**config.mk**
```make
export PLATFORM = sky130hd
export DESIGN_NAME = mii_tx_frame_drain
export DESIGN_NICKNAME = d
export VERILOG_FILES = /design/src/rtl/mii_tx_frame_drain.sv
export SDC_FILE = /design/constraint.sdc
export NUM_CORES = 1
export LEC_CHECK = 0
export ABC_CLOCK_PERIOD_IN_PS = 1900
export BUFFER_PORTS_ARGS = -buffer_cell sky130_fd_sc_hd__buf_2
export CORE_ASPECT_RATIO = 1.25
export CORE_MARGIN = 2
export CORE_UTILIZATION = 53
export DETAILED_ROUTE_END_ITERATION = 12
export PLACE_DENSITY = 0.75
export SLEW_MARGIN = 20
export SYNTH_ARGS = -nofsm -noshare
export SYNTH_HDL_FRONTEND = slang
export SYNTH_SLANG_ARGS = --single-unit
```
**constraint.sdc**
```tcl
create_clock -name clk -period 1.9 [get_ports clk]
set_input_delay 0.38 -clock clk [delete_from_list [all_inputs] [get_ports clk]]
set_output_delay 0.38 -clock clk [all_outputs]
set_load 0.02 [all_outputs]
```
**src/rtl/mii_tx_frame_drain.sv**
```systemverilog
// mii_tx_frame_drain
//   Drains frames from the egress sync FIFO onto an MII transmit interface.
//   Each FIFO entry is {eof, byte}. A frame goes out as preamble nibbles (0x5),
//   the SFD nibble (0xD), then every data byte low nibble first. An inter-frame
//   gap follows. If the FIFO runs dry mid-frame, or the frame grows longer than
//   MAX_BYTES, one tx_er cycle is sent. The rest of that frame is then popped
//   and discarded up to its eof entry.
//
// Ports
//   clk         MII TX clock, one nibble per cycle
//   rst_n       asynchronous active-low reset
//   fifo_dout   FIFO read data {eof, byte}, valid the cycle after fifo_ren
//   fifo_empty  FIFO empty flag
//   fifo_ren    FIFO pop strobe (combinational, never asserted while empty)
//   mii_txd     transmit nibble (registered)
//   mii_tx_en   transmit enable (registered)
//   mii_tx_er   transmit error (registered)
//   busy        high while a frame, abort, drop or gap is in progress
//   frame_done  one-cycle pulse with the last data nibble of a clean frame
//   underrun    one-cycle pulse with the error nibble (underrun or jabber)
module mii_tx_frame_drain #(
    parameter int PRE_NIBBLES = 15,
    parameter int IFG_NIBBLES = 24,
    parameter int MAX_BYTES   = 1518
) (
    input  logic       clk,
    input  logic       rst_n,
    input  logic [8:0] fifo_dout,
    input  logic       fifo_empty,
    output logic       fifo_ren,
    output logic [3:0] mii_txd,
    output logic       mii_tx_en,
    output logic       mii_tx_er,
    output logic       busy,
    output logic       frame_done,
    output logic       underrun
);

    typedef enum logic [2:0] {
        S_IDLE,
        S_PRE,
        S_DATA,
        S_ERR,
        S_DROP,
        S_IFG
    } state_t;

    // The preamble counter runs 0..PRE_NIBBLES. The last count is the SFD nibble.
    localparam logic [4:0]  PRE_LAST = 5'(PRE_NIBBLES - 1);
    localparam logic [4:0]  SFD_NIB  = 5'(PRE_NIBBLES);
    // The IDLE cycle that follows IFG is itself an idle nibble on the wire.
    // IFG therefore lasts IFG_NIBBLES-1 cycles. This is also why IFG_NIBBLES
    // must be at least 2.
    localparam logic [4:0]  IFG_LAST = 5'(IFG_NIBBLES - 2);
    localparam logic [10:0] MAX_CNT  = 11'(MAX_BYTES);

    state_t      state_reg,    state_next;
    logic [4:0]  nib_cnt_reg,  nib_cnt_next;
    logic [4:0]  ifg_cnt_reg,  ifg_cnt_next;
    logic [10:0] byte_cnt_reg, byte_cnt_next;
    logic        phase_reg,    phase_next;
    logic        pend_reg,     pend_next;      // a read issued last cycle returns now
    logic        cur_eof_reg,  cur_eof_next;
    logic [7:0]  cur_byte_reg, cur_byte_next;
    logic        last_eof_reg, last_eof_next;  // eof flag of the most recently fetched entry

    logic [3:0]  txd_c;
    logic        tx_en_c;
    logic        tx_er_c;
    logic        done_c;
    logic        under_c;
    logic        ren_c;

    always_ff @(posedge clk or negedge rst_n) begin
        if (!rst_n) begin
            state_reg    <= S_IDLE;
            nib_cnt_reg  <= '0;
            ifg_cnt_reg  <= '0;
            byte_cnt_reg <= '0;
            phase_reg    <= 1'b0;
            pend_reg     <= 1'b0;
            cur_eof_reg  <= 1'b0;
            cur_byte_reg <= '0;
            last_eof_reg <= 1'b0;
        end else begin
            state_reg    <= state_next;
            nib_cnt_reg  <= nib_cnt_next;
            ifg_cnt_reg  <= ifg_cnt_next;
            byte_cnt_reg <= byte_cnt_next;
            phase_reg    <= phase_next;
            pend_reg     <= pend_next;
            cur_eof_reg  <= cur_eof_next;
            cur_byte_reg <= cur_byte_next;
            last_eof_reg <= last_eof_next;
        end
    end

    always_comb begin
        state_next    = state_reg;
        nib_cnt_next  = nib_cnt_reg;
        ifg_cnt_next  = ifg_cnt_reg;
        byte_cnt_next = byte_cnt_reg;
        phase_next    = phase_reg;
        pend_next     = pend_reg;
        cur_eof_next  = cur_eof_reg;
        cur_byte_next = cur_byte_reg;
        last_eof_next = last_eof_reg;
        txd_c         = 4'h0;
        tx_en_c       = 1'b0;
        tx_er_c       = 1'b0;
        done_c        = 1'b0;
        under_c       = 1'b0;
        ren_c         = 1'b0;

        case (state_reg)
            S_IDLE: begin
                pend_next = 1'b0;
                if (!fifo_empty) begin
                    state_next   = S_PRE;
                    nib_cnt_next = '0;
                end
            end

            S_PRE: begin
                tx_en_c = 1'b1;
                txd_c   = (nib_cnt_reg == SFD_NIB) ? 4'hD : 4'h5;
                if (nib_cnt_reg == PRE_LAST) begin
                    // Prefetch the first byte so that it is ready after the SFD.
                    ren_c         = !fifo_empty;
                    pend_next     = !fifo_empty;
                    last_eof_next = 1'b0;
                end
                if (nib_cnt_reg == SFD_NIB) begin
                    pend_next = 1'b0;
                    if (pend_reg) begin
                        cur_eof_next  = fifo_dout[8];
                        cur_byte_next = fifo_dout[7:0];
                        last_eof_next = fifo_dout[8];
                        byte_cnt_next = 11'd1;
                        phase_next    = 1'b0;
                        state_next    = S_DATA;
                    end else begin
                        state_next = S_ERR;
                    end
                end else begin
                    nib_cnt_next = nib_cnt_reg + 5'd1;
                end
            end

            S_DATA: begin
                tx_en_c = 1'b1;
                if (!phase_reg) begin
                    txd_c      = cur_byte_reg[3:0];
                    phase_next = 1'b1;
                    // Fetch the next byte during the low nibble. It returns
                    // in time for the high-nibble decision.
                    if (!cur_eof_reg && !fifo_empty) begin
                        ren_c     = 1'b1;
                        pend_next = 1'b1;
                    end else begin
                        pend_next = 1'b0;
                    end
                end else begin
                    txd_c     = cur_byte_reg[7:4];
                    pend_next = 1'b0;
                    if (cur_eof_reg) begin
                        done_c       = 1'b1;
                        ifg_cnt_next = '0;
                        state_next   = S_IFG;
                    end else if (pend_reg) begin
                        last_eof_next = fifo_dout[8];
                        if (byte_cnt_reg >= MAX_CNT) begin
                            // Jabber: the fetched byte is already popped, so it
                            // counts as consumed even though it is never sent.
                            state_next = S_ERR;
                        end else begin
                            cur_eof_next  = fifo_dout[8];
                            cur_byte_next = fifo_dout[7:0];
                            byte_cnt_next = byte_cnt_reg + 11'd1;
                            phase_next    = 1'b0;
                        end
                    end else begin
                        last_eof_next = cur_eof_reg;
                        state_next    = S_ERR;
                    end
                end
            end

            S_ERR: begin
                tx_en_c      = 1'b1;
                tx_er_c      = 1'b1;
                under_c      = 1'b1;
                pend_next    = 1'b0;
                ifg_cnt_next = '0;
                state_next   = last_eof_reg ? S_IFG : S_DROP;
            end

            S_DROP: begin
                if (pend_reg && fifo_dout[8]) begin
                    pend_next    = 1'b0;
                    ifg_cnt_next = '0;
                    state_next   = S_IFG;
                end else begin
                    // At most one read is outstanding. Each returned entry is
                    // inspected in the cycle in which the next pop is issued.
                    ren_c     = !fifo_empty;
                    pend_next = !fifo_empty;
                end
            end

            S_IFG: begin
                if (ifg_cnt_reg >= IFG_LAST) begin
                    state_next = S_IDLE;
                end else begin
                    ifg_cnt_next = ifg_cnt_reg + 5'd1;
                end
            end

            default: begin
                state_next = S_IDLE;
            end
        endcase
    end

    assign fifo_ren = ren_c;

    // Output stage: the wire sees the nibble chosen for the previous state cycle.
    always_ff @(posedge clk or negedge rst_n) begin
        if (!rst_n) begin
            mii_txd    <= 4'h0;
            mii_tx_en  <= 1'b0;
            mii_tx_er  <= 1'b0;
            busy       <= 1'b0;
            frame_done <= 1'b0;
            underrun   <= 1'b0;
        end else begin
            mii_txd    <= txd_c;
            mii_tx_en  <= tx_en_c;
            mii_tx_er  <= tx_er_c;
            busy       <= (state_reg != S_IDLE);
            frame_done <= done_c;
            underrun   <= under_c;
        end
    end

endmodule
```
* Yosys cells after proc, flatten, opt, wreduce, memory -nomap -nowiden *
Index checks and enable logic that the tools add are counted.

storage, ports and cells
  register bits = 44
  latch bits = 0
  logic and storage cells = 130
  input port bits = 12
  output and inout bits = 10
  RAM bits = 0
  memories kept = 0
  ROM bits = 0

cells by class
  reduce and logical (&&, ||, !) cells = 20
  divide/modulo/power cells = 0
  shift operators = 0
  order comparisons = 2
  muxes and demuxes = 70
  bitwise gates (word level) = 0
  $add $sub $neg = 3
  $mul = 0
  equality and inequality tests = 21

operators by type and width
  cell                                                       count
  2-to-1 mux 11 bit                                          6
  2-to-1 mux 8 bit                                           6
  2-to-1 mux 1 bit                                           31
  2-to-1 mux 5 bit                                           6
  2-to-1 mux 3 bit                                           8
  != test 2 bit, second input constant                       12
  case mux 11 bit (2 select lines)                           1
  case mux 5 bit (4 select lines)                            1
  case mux 3 bit (6 select lines)                            1
  case mux 8 bit (2 select lines)                            1
  adder 11 x 1 -> 11 bit, second input constant              1
  greater-or-equal comparator 11 bit, second input constant  1
  adder 5 x 1 -> 5 bit, second input constant                2
  == test 5 x 4 -> 1 bit, second input constant              2
  case mux 5 bit (2 select lines)                            1
  AND reduction 3 bit                                        3
  2-to-1 mux 4 bit                                           2
  case mux 4 bit (2 select lines)                            1
  nonzero test 4 bit                                         2
  AND reduction 7 bit                                        1
  == test 3 x 2 -> 1 bit, second input constant              2
  == test 3 bit, second input constant                       2
  case mux 1 bit (2 select lines)                            3
  AND reduction 6 bit                                        1
  16 further kinds                                           19

* Logic depth before layout (Yosys ltp) *
Gate-level depths: netlist of run 1.

  depth after elaboration = 6
  depth in mapped cells = 8
  gate-level depth less buffers = 7

* Worst setup path after synthesis of run 1 *
No wires, ideal clock.

  path kind = register -> register
  from = register nib_cnt_reg[0]
  to = register cur_eof_reg
  arrival time = 1923 ps
  stages on the path, launching flop included = 9
  setup slack = -146 ps
  library setup time = 123 ps
  required time = 1777 ps
  period minus slack after synthesis = 2046 ps
  buffers on the path = 1
  cell sequence = dfrtp_1 > ha_1 > and3_1 > ha_1 > buf_2 > and4b_1 > o211ai_1 > nand2_1 > o221a_2

between the ends
  longest elaborated chain between the ends = 3

RTL lines
  element                        RTL line  source
  start, declared                58        logic [4:0] nib_cnt_reg, nib_cnt_next;
  start signal, assigned         87        nib_cnt_reg <= nib_cnt_next;
  == test 5 x 4 -> 1 bit         133       if (nib_cnt_reg == SFD_NIB) begin
  != test 2 bit (no line)        --
  AND reduction 4 bit (no line)  --
  end signal, assigned           92        cur_eof_reg <= cur_eof_next;
  end, declared                  63        logic cur_eof_reg, cur_eof_next;

No other way between the ends.
A chain may end at the register's enable or synchronous reset.

* Final worst setup path of run 1 *
  from = register nib_cnt_reg[0]
  to = output port fifo_ren

between the ends
  longest elaborated chain between the ends = 3

RTL lines
  element                          RTL line  source
  == test 5 x 4 -> 1 bit           127       if (nib_cnt_reg == PRE_LAST) begin
  2-to-1 mux 1 bit                 127
  case mux 1 bit (3 select lines)  115       case (state_reg)
  end, declared                    30        output logic fifo_ren,

No other way between the ends.

==> summary.txt, run 1 <==
CTS
  • CTS Buf Count: 5
  • Worst skew pair latency: 310 ps
  • Clk root buf: clkbuf_8
  • Hold_buf cts: 0
  • Clk sinks: 44
  • Htree depth: 2
  • Clk slew on worst S/H paths: 80 ps
  • CTS tree: done
  • Buffer depth of the longest clock path: 2

Global route
  • Grt total ovfl: 0
  • Tot GR Track Use: 24.5%
  • Vias in the first global route: 2148
  • Initial antenna violation count: 0
  • Largest net degree at the start of global routing: 24
  • First-pass GRT wire length: 9.85 mm

Floorplanning
  • Vert. Die Dim: 80.5 um
  • Num ports: 22
  • # rows: 27
  • Initial Util: 55.7%
  • Die Area: 5250 um2
  • Die X: between 60 and 70 um
  • Core Area: 4460 um2

Drt
  • Post-route ant nets: 0
  • First-pass detailed-route iteration total: 4
  • Vias: about 2200
  • Routed wire length: approximately 6.2 mm
  • DR iter-0 viols: 142
  • Avg WL per Cell: 16.7 um
  • Vias per cell: around 6
  • Residual DRC: 0

Worst hold path
  • Hold Path Class: in2async

Place
  • Setup WS pre-CTS: -75.7 ps
  • Dpl cell area: 2920 um2
  • Placed cells: 357
  • DP Wirelength: 4.36 mm
  • Port Buffers: 21
  • Routability cong.: 0.950

Logic synthesis
  • Synth cell types: 55
  • Syn_nets: ~270
  • Synth Flop Type: dfrtp_1
  • Seq cells post-synth: 44
  • Number of synthesized flops with an enable pin: 0
  • Async S/R FF share, synth: 100%
  • Yosys Warn Count: 0
  • Register area share after synthesis: 44.3%
  • Mapped cell area: around 2500 um2
  • Post-synthesis cell count: 255
  • Synth Area per Inst: 9.74 um2

Setup path
  • CP max stage delay: 400 ps
  • Worst path bufs/invs: 2
  • Setup slack, reg-to-reg: -240 ps
  • Slowest stage cell, crit path: dfrtp_1
  • Crit end category: primary output
  • Data required time at the worst endpoint: ~1500 ps
  • WS Path Type: reg2out
  • Crit-path max FO: 2
  • Startpoint Class: flop
  • Crit path arrival time: ~1800 ps
  • Critical Path, Cell by Cell: inv_2 -> ha_4 -> nand4b_1 -> or3b_4 -> o21a_1 -> nor2_2 -> buf_6
  • CP top delay family: simple AND/OR/NAND/NOR gates

STA
  • Tmin final: 2150 ps
  • Worst setup margin: -246 ps
  • Slew @ Worst Pin: 761 ps
  • Fmax: 466 MHz
  • Max Slew Vio Count: 0
  • Period utilization: 113%
  • Worst Skew: ~11 ps
  • Max_slew headroom: about 50%
  • Final hold vios: 0
  • RSZ-0062 raised after global routing: yes
  • Final setup fails: 19

Final layout
  • Max reg flops: 11
  • Final Util: 71.4%
  • Most frequent cells in the layout: dfrtp_1, buf_4, nand2_1
  • Non-filler instance count after layout: 370
  • Fin area: 3180 um2
  • Diodes inserted: 0
  • Layout cells sized above 1: a little over a third
  • Layout Nets: 330
  • Commonest non-fill, non-tap cell in the layout: dfrtp_1
  • P&R area growth vs syn: 28.1%

Status
  • Status: complete, but fails checks
  • Failing checks: negative setup slack

Power and ir drop
  • Lkg Pwr: around 1.4 nW
  • Overall Power: 0.00360 W
  • Power Density: 1130 nW/um2
  • VDD IR max: between 0.0009 and 0.001 V

Job
  • Max Cap Viol: 0
-- worst paths after layout --
path / start / end / depth (start not counted)
max reg2reg: nib_cnt_reg[0]$_DFFE_PN0P_ / cur_eof_reg$_DFFE_PN0P_ / 9
min in group clk: fifo_dout[0] / cur_byte_reg[0]$_DFFE_PN0P_ / 2
min: rst_n / byte_cnt_reg[7]$_DFFE_PN0P_ / 1
max in group asynchronous: rst_n / mii_txd[2]$_DFF_PN0_ / 2
min reg2reg: cur_byte_reg[6]$_DFFE_PN0P_ / cur_byte_reg[6]$_DFFE_PN0P_ / 1
max: nib_cnt_reg[0]$_DFFE_PN0P_ / fifo_ren / 7
-- cell usage after synthesis, types with 2 or more instances --
library cell | number | area (um2)
a211oi_1 | 2 | 15.0
a21o_1 | 3 | 22.5
a21oi_1 | 13 | 65.1
a31o_2 | 2 | 17.5
and2_1 | 4 | 25.0
and3_1 | 6 | 37.5
buf_2 | 6 | 30.0
clkbuf_1 | 4 | 15.0
dfrtp_1 | 44 | 1100
ha_1 | 7 | 87.6
inv_1 | 10 | 37.5
mux2_2 | 13 | 146
mux2i_1 | 3 | 30.0
nand2_1 | 26 | 97.6
nand2b_1 | 2 | 12.5
nand3_1 | 12 | 60.1
nand4_1 | 8 | 50.1
nand4b_1 | 2 | 17.5
nor2_1 | 17 | 63.8
nor2b_1 | 4 | 25.0
nor3_1 | 6 | 30.0
nor4_1 | 2 | 12.5
nor4b_1 | 4 | 35.0
o211ai_1 | 4 | 30.0
o21a_1 | 2 | 15.0
o21ai_0 | 11 | 55.1
o22ai_1 | 3 | 18.8
o311ai_0 | 2 | 17.5
o31ai_1 | 2 | 15.0
or3_1 | 4 | 25.0
or3b_2 | 2 | 17.5
xor2_1 | 2 | 17.5
-- cells by family (layout without fill, tap and decap cells) --
group           count (synthesis)  after routing  synth area share (%)
mux                            16             16                  7.10
compound gates                 58             58                  16.7
flops                          44             44                  44.3
simple gates                  106            106                  23.6
xor+xnor                        2              2                 0.705
fa+ha+maj                       7              7                  3.53
buf+inv                        22             79                  4.08
-- power breakdown --
part | leakage (nW) | switching, W | internal (W)
combinational | 0.787 | 0.000795 | 0.000775
clock | 0.0404 | 0.000345 | 0.000260
sequential | 0.578 | 0.000231 | 0.00119
-- cell type report --
cell class / instances / area [um2]
multi-input cells: 189 / 1430
fillers: 335 / 1280
inverters: 10 / 37.5
clock buffers: 5 / 68.8
repair buffers: 61 / 448
flip-flops and latches: 44 / 1100
well taps: 58 / 72.6
clock inverters: 3 / 23.8
-- metrics by stage --
step / setup TNS (ps) / hold WS, ps
after global routing: -3360 / 85.2
after floorplan: -670 / 84.4
final: -2070 / 43.2
after global placement: -41.3 / 380
after detailed placement: -370 / 384
after CTS: -888 / 54.4
-- routing by layer --
layer	share of wire (%)	track usage (%)	wire length, um	up-vias
li1	-	-	-	1052
met3	3.6	4.90	221	13
met2	55	43.7	3370	50
met5	0	0	0	-
met4	2.2	9.38	139	0
met1	40	28.6	2450	1106
-- timing repair --
| action | in CTS | in global routing |
|---|---|---|
| endpoints found under the setup margin | 10 | 23 |
| gates resized for setup | 12 | 20 |
| setup buffers | 3 | 2 |
| gates cloned | 0 | 0 |
| pin swaps | 5 | 8 |
No activity file was read; power rests on OpenSTA's default activity.
==> run 2: changes to the inputs <==
Settings changed: MAX_ROUTING_LAYER from default to met4.
==> summary.txt, run 2 (synthesis results as in run 1) <==
Status
  • Status: complete, but fails checks
  • Failing checks: negative setup slack

CTS
  • Clk slew on worst S/H paths: 90 ps (about the same)
  • Clk sinks: 44 (unchanged)
  • Htree depth: 2 (unchanged)
  • Worst skew pair latency: 300 ps (about the same)
  • Buffer depth of the longest clock path: 2 (unchanged)
  • Clk root buf: clkbuf_8
  • CTS tree: done
  • CTS Buf Count: 5 (unchanged)
  • Hold_buf cts: 0 (unchanged)

Setup path
  • Slowest stage cell, crit path: dfrtp_1
  • R2r startpoint: nib_cnt_reg[0]$_DFFE_PN0P_
  • Critical Path, Cell by Cell: buf_4 -> buf_6 -> ha_4 -> and3_4 -> ha_4 -> and4b_2 -> o211ai_1 -> buf_4 -> nand2_1 -> o221a_2
  • Startpoint Class: flop
  • Setup slack, reg-to-reg: -260 ps (-20 ps)
  • Data required time at the worst endpoint: 2100 ps (+580 ps)
  • Crit-path max FO: 4 (+2)
  • Crit end category: flop
  • CP top delay family: simple AND/OR/NAND/NOR gates
  • Crit path arrival time: 2360 ps (+590 ps)
  • WS Path Type: reg2reg
  • Reg-to-Reg End: cur_eof_reg$_DFFE_PN0P_
  • Worst path bufs/invs: 3 (+1)
  • CP max stage delay: 400 ps (about the same)
  • Worst r2r path cells: 10 (+1)

Drt
  • Vias: 2182 (-1.8%)
  • Avg WL per Cell: 16.3 um (-2.2%)
  • DR iter-0 viols: 103 (-27%)
  • First-pass detailed-route iteration total: 4 (unchanged)
  • Post-route ant nets: 0 (unchanged)
  • Vias per cell: 5.82 (-3.1%)
  • Routed wire length: 6.13 mm (-0.91%)
  • Residual DRC: 0 (unchanged)

Final layout
  • Layout fillers: 329 (-1.8%)
  • Layout cells sized above 1: 40.4% (+3.8 points)
  • Multi-input gate area in the final layout: 1490 um2 (+4.1%)
  • Commonest non-fill, non-tap cell in the layout: dfrtp_1
  • Diodes inserted: 0 (unchanged)
  • Reg area: 1100 um2 (+0.23%)
  • Non-filler instance count after layout: 375 (+1.4%)
  • Fin area: 3310 um2 (+3.9%)
  • Most frequent cells in the layout: dfrtp_1, buf_4, nand2_1
  • Max reg flops: 11 (unchanged)
  • P&R area growth vs syn: 33.1%
  • Layout Nets: 335 (+1.5%)

STA
  • Period utilization: 114% (+0.71 points)
  • Final setup fails: 29 (+10)
  • Tmin final: 2160 ps (+13.5 ps)
  • Slew @ Worst Pin: 685 ps (-75.9 ps)
  • Fmax: 463 MHz (-0.62%)
  • Max_slew headroom: 53.7% (+5.1 points)
  • Final hold vios: 0 (unchanged)
  • Worst Skew: 9.59 ps (-1.23 ps)
  • Worst setup margin: -260 ps (-13.5 ps)
  • RSZ-0062 raised after global routing: yes
  • Max Slew Vio Count: 0 (unchanged)

Floorplanning
  • Die X: 65.2 um (unchanged)
  • Initial Util: 55.7% (unchanged)
  • Core Area: 4460 um2 (unchanged)
  • # rows: 27 (unchanged)
  • Num ports: 22 (unchanged)
  • Die Area: 5250 um2 (unchanged)
  • Vert. Die Dim: 80.5 um (unchanged)

Power and ir drop
  • VDD IR max: 0.000789 V (-20%)
  • Power Density: 1090 nW/um2 (-3.3%)
  • Lkg Pwr: 1.46 nW (+4.1%)

Global route
  • First-pass GRT wire length: 9.79 mm (-0.56%)
  • Largest net degree at the start of global routing: 24 (unchanged)
  • Initial antenna violation count: 0 (unchanged)
  • Vias in the first global route: 2121 (-1.3%)
  • Tot GR Track Use: 25.0% (+0.53 points)
  • Grt total ovfl: 0 (unchanged)

Place
  • Dpl cell area: 2920 um2 (about the same)
  • DP Wirelength: 4.24 mm (-2.8%)
  • Port Buffers: 21 (unchanged)
  • Routability cong.: 0.930 (-2.1%)
  • Placed cells: 355 (-0.56%)

Worst hold path
  • Hold Path Class: in2async

Job
  • Max Cap Viol: 0 (unchanged)
-- run 2: cell types whose count changed in the layout (fill, tap and decap cells not counted), moves of 2 or more --
cell        before  now
nand2_1         26   22
buf_4           35   38
mux2_2           9    6
mux2_4           4    7
nand2_2          0    3
clkinv_2         0    2
clkinvlp_4       2    0
dfrtp_1         43   41
dfrtp_2          1    3
-- run 2: per-layer routing --
metal	vias to the layer above	track usage, %	part of all wire, %	routed length (um)
met1	1082	29.4	42	2550
met2	35	43.3	53	3280
met3	9	4.06	3.1	187
met5	-	-	0	0
met4	0	8.96	1.8	110
li1	1056	-	-	-
-- run 2: area by class of cell --
| class | count | area share [%] |
|---|---|---|
| clock inverters | 3 | 0.568 |
| well taps | 58 | 2.20 |
| inverters | 10 | 1.14 |
| multi-input cells | 189 | 45.0 |
| clock buffers | 5 | 2.08 |
| repair buffers | 66 | 15.6 |
| flip-flops and latches | 44 | 33.4 |
-- run 2: power by group --
| part | internal [W] | switching, W | leakage, nW | total [W] |
|---|---|---|---|---|
| sequential | 0.00119 | 0.000243 | 0.575 | 0.00144 |
| combinational | 0.000798 | 0.000792 | 0.841 | 0.00159 |
| clock | 0.000256 | 0.000333 | 0.0479 | 0.000589 |
| total | 0.00225 | 0.00137 | 1.46 | 0.00361 |
-- run 2: worst max path at each step --
stage	from	cells past startpoint	endpoint	slack [ps]
global route	nib_cnt_reg[0]$_DFFE_PN0P_	11	state_reg[0]$_DFFE_PN0P_	-350
finish	nib_cnt_reg[0]$_DFFE_PN0P_	10	cur_eof_reg$_DFFE_PN0P_	-260
CTS	nib_cnt_reg[0]$_DFFE_PN0P_	7	fifo_ren	-240
detailed placement	nib_cnt_reg[1]$_DFFE_PN0P_	7	byte_cnt_reg[9]$_DFFE_PN0P_	-170
floorplan	nib_cnt_reg[1]$_DFFE_PN0P_	8	cur_eof_reg$_DFFE_PN0P_	-90
global placement	nib_cnt_reg[1]$_DFFE_PN0P_	7	byte_cnt_reg[9]$_DFFE_PN0P_	-120
-- run 2: what timing repair did --
item | 4_1_cts | 5_1_grt
buffers inserted | 8 | 7
gates cloned | 0 | 1
endpoints found under the setup margin | 11 | 28
resized for setup | 21 | 29
pin swaps | 4 | 14
-- run 2: per-stage QoR --
step	TNS [ps]	total power, W	hold WS (ps)	util, %	setup WS [ps]
finish	-4450	0.00361	45.1	74.1	-260
global route	-6490	0.00385	88.8	74.1	-346
CTS	-1390	0.00344	48.7	70.2	-243
detailed placement	-664	0.00277	387	65.5	-173
global placement	-289	0.00272	385	65.5	-116
floorplan	-670	0.00227	84.4	-	-94.8
==> run 3: changes to the inputs <==
Settings changed: ABC_CLOCK_PERIOD_IN_PS 1900 to default, CORE_UTILIZATION 53 to 62, MAX_ROUTING_LAYER met4 to default, PLACE_DENSITY 0.75 to 0.83.
Clock period 1.9 ns to 2.5 ns, I/O delays scaled along.
==> summary.txt, run 3 (synthesis results as in run 1) <==
STA
  • Worst Skew: 10.5 ps (+0.893 ps)
  • Max Slew Vio Count: 0 (unchanged)
  • Tmin final: between 2000 and 2500 ps
  • RSZ-0062 raised after global routing: no
  • Max_slew headroom: 43.0% (-11 points)
  • Period utilization: a little over nine tenths
  • Slew @ Worst Pin: 850 ps (+165 ps)
  • Final hold vios: 0 (unchanged)
  • Final TNS setup: 0 ps (+4450 ps)
  • Fmax: 417 MHz
  • Final setup fails: 0 (-100%)

Final layout
  • Most frequent cells in the layout: dfrtp_1, nand2_1, buf_2
  • Diodes inserted: 0 (unchanged)
  • P&R area growth vs syn: 10.4%
  • Fin area: 2740 um2 (-17%)
  • Commonest non-fill, non-tap cell in the layout: dfrtp_1
  • Max reg flops: 11 (unchanged)
  • Layout Nets: 297 (-11%)
  • Layout cells sized above 1: 22.6% (-18 points)

Drt
  • DR iter-0 viols: 158 (+53%)
  • Routed wire length: 5.38 mm (-12%)
  • Vias per cell: 6.18 (+6.2%)
  • Residual DRC: 0 (unchanged)
  • Avg WL per Cell: 16.2 um (-1.1%)
  • First-pass detailed-route iteration total: 4 (unchanged)
  • Vias: 2058 (-5.7%)
  • Post-route ant nets: 0 (unchanged)

Global route
  • First-pass GRT wire length: 8.83 mm (-9.9%)
  • Initial antenna violation count: 0 (unchanged)
  • Tot GR Track Use: 26.2% (+1.2 points)
  • Largest net degree at the start of global routing: 26 (+8.3%)
  • Vias in the first global route: 1976 (-6.8%)
  • Grt total ovfl: 0 (unchanged)

Worst hold path
  • Hold Path Class: in2async

Setup path
  • Crit-path max FO: 4 (unchanged)
  • Crit end category: primary output
  • Startpoint Class: flop
  • WS Path Type: reg2out
  • Crit path arrival time: 1900 ps (-460 ps)
  • Data required time at the worst endpoint: 2000 ps (-100 ps)

Place
  • Dpl cell area: 2650 um2 (-9.4%)
  • DP Wirelength: 3.82 mm (-10%)
  • Port Buffers: 21 (unchanged)
  • Routability cong.: 0.874 (-6.0%)

Status
  • Status: finished, final reports clean

CTS
  • Hold_buf cts: 0 (unchanged)
  • Buffer depth of the longest clock path: 2 (unchanged)
  • Htree depth: 2 (unchanged)
  • CTS Buf Count: 5 (unchanged)
  • Clk sinks: 44 (unchanged)
  • CTS tree: done
  • Worst skew pair latency: 300 ps (about the same)
  • Clk root buf: clkbuf_8
  • # Post-CTS Setup Buffers: 0 (-8)
  • Clk slew on worst S/H paths: 90 ps (about the same)

Power and ir drop
  • VDD IR max: 0.000659 V (-16%)
  • Lkg Pwr: 1.22 nW (-17%)
  • Power Density: 869 nW/um2 (-21%)

Floorplanning
  • Die Area: 4530 um2 (-14%)
  • # rows: 25 (-7.4%)
  • Initial Util: 65.1% (+9.4 points)
  • Num ports: 22 (unchanged)
  • Core Area: 3820 um2 (-14%)
  • Vert. Die Dim: 74.8 um (-7.2%)
  • Die X: 60.6 um (-7.1%)

Job
  • Max Cap Viol: 0 (unchanged)
-- run 3: changes by cell type in the layout (fill, tap and decap cells not counted), sizes merged --
cell      before  now
buf           65   28
clkinv         3    0
clkinvlp       0    1
clkbuf         6    7
-- run 3: layer usage --
metal	wire (um)	vias to the layer above	global-route usage, %
li1	-	990	-
met1	2240	1021	30.9
met2	2910	39	46.4
met3	148	8	5.67
met4	85	0	9.66
met5	0	-	0
-- run 3: final timing paths --
path | slack [ps] | endpoint | from | cells after the start
setup reg to reg | 240 | cur_byte_reg[2]$_DFFE_PN0P_ | nib_cnt_reg[0]$_DFFE_PN0P_ | 6
min in group clk | 430 | cur_byte_reg[0]$_DFFE_PN0P_ | fifo_dout[0] | 2
hold / removal | 140 | byte_cnt_reg[5]$_DFFE_PN0P_ | rst_n | 1
max in group asynchronous | 1640 | mii_txd[2]$_DFF_PN0_ | rst_n | 2
setup / recovery | 100 | fifo_ren | nib_cnt_reg[0]$_DFFE_PN0P_ | 7
hold reg to reg | 510 | cur_byte_reg[3]$_DFFE_PN0P_ | cur_byte_reg[3]$_DFFE_PN0P_ | 1
-- run 3: where the power goes --
part	switching, W	internal, W
combinational	0.000473	0.000358
sequential	0.000183	0.000904
clock	0.000240	0.000225
total	0.000896	0.00149
-- run 3: layout make-up --
class / instances / area [um2]
multi-input cells: 189 / 1280
well taps: 54 / 67.6
clock buffers: 7 / 86.3
clock inverters: 1 / 7.51
inverters: 10 / 37.5
flip-flops and latches: 44 / 1100
repair buffers: 28 / 160
fillers: 293 / 1070
-- run 3: stage by stage --
stage / std cells / worst slack [ps] / utilization, % / power (W) / hold WS [ps]
after CTS: 333 / 70.6 / 71.8 / 0.00239 / 146
after detailed placement: 325 / 265 / 69.3 / 0.00192 / 476
final: 333 / 104 / 71.9 / 0.00238 / 138
after global routing: 333 / 8.92 / 71.9 / 0.00256 / 164
after floorplan: 255 / 448 / - / 0.00169 / 204
after global placement: 325 / 347 / 69.3 / 0.00189 / 472
-- run 3: timing repair --
item,4_1_cts,5_1_grt
endpoints found under the setup margin,0,1
gates resized for setup,0,3
hold endpoints to repair,0,0
-- run 3: worst max-delay path, cell delays in order, from the launching register on --
cell	delay, ps
dfrtp_1	420
inv_2	70
ha_1	140
nand4b_1	140
or3b_2	480
o21a_1	120
nor2_1	90
buf_4	140
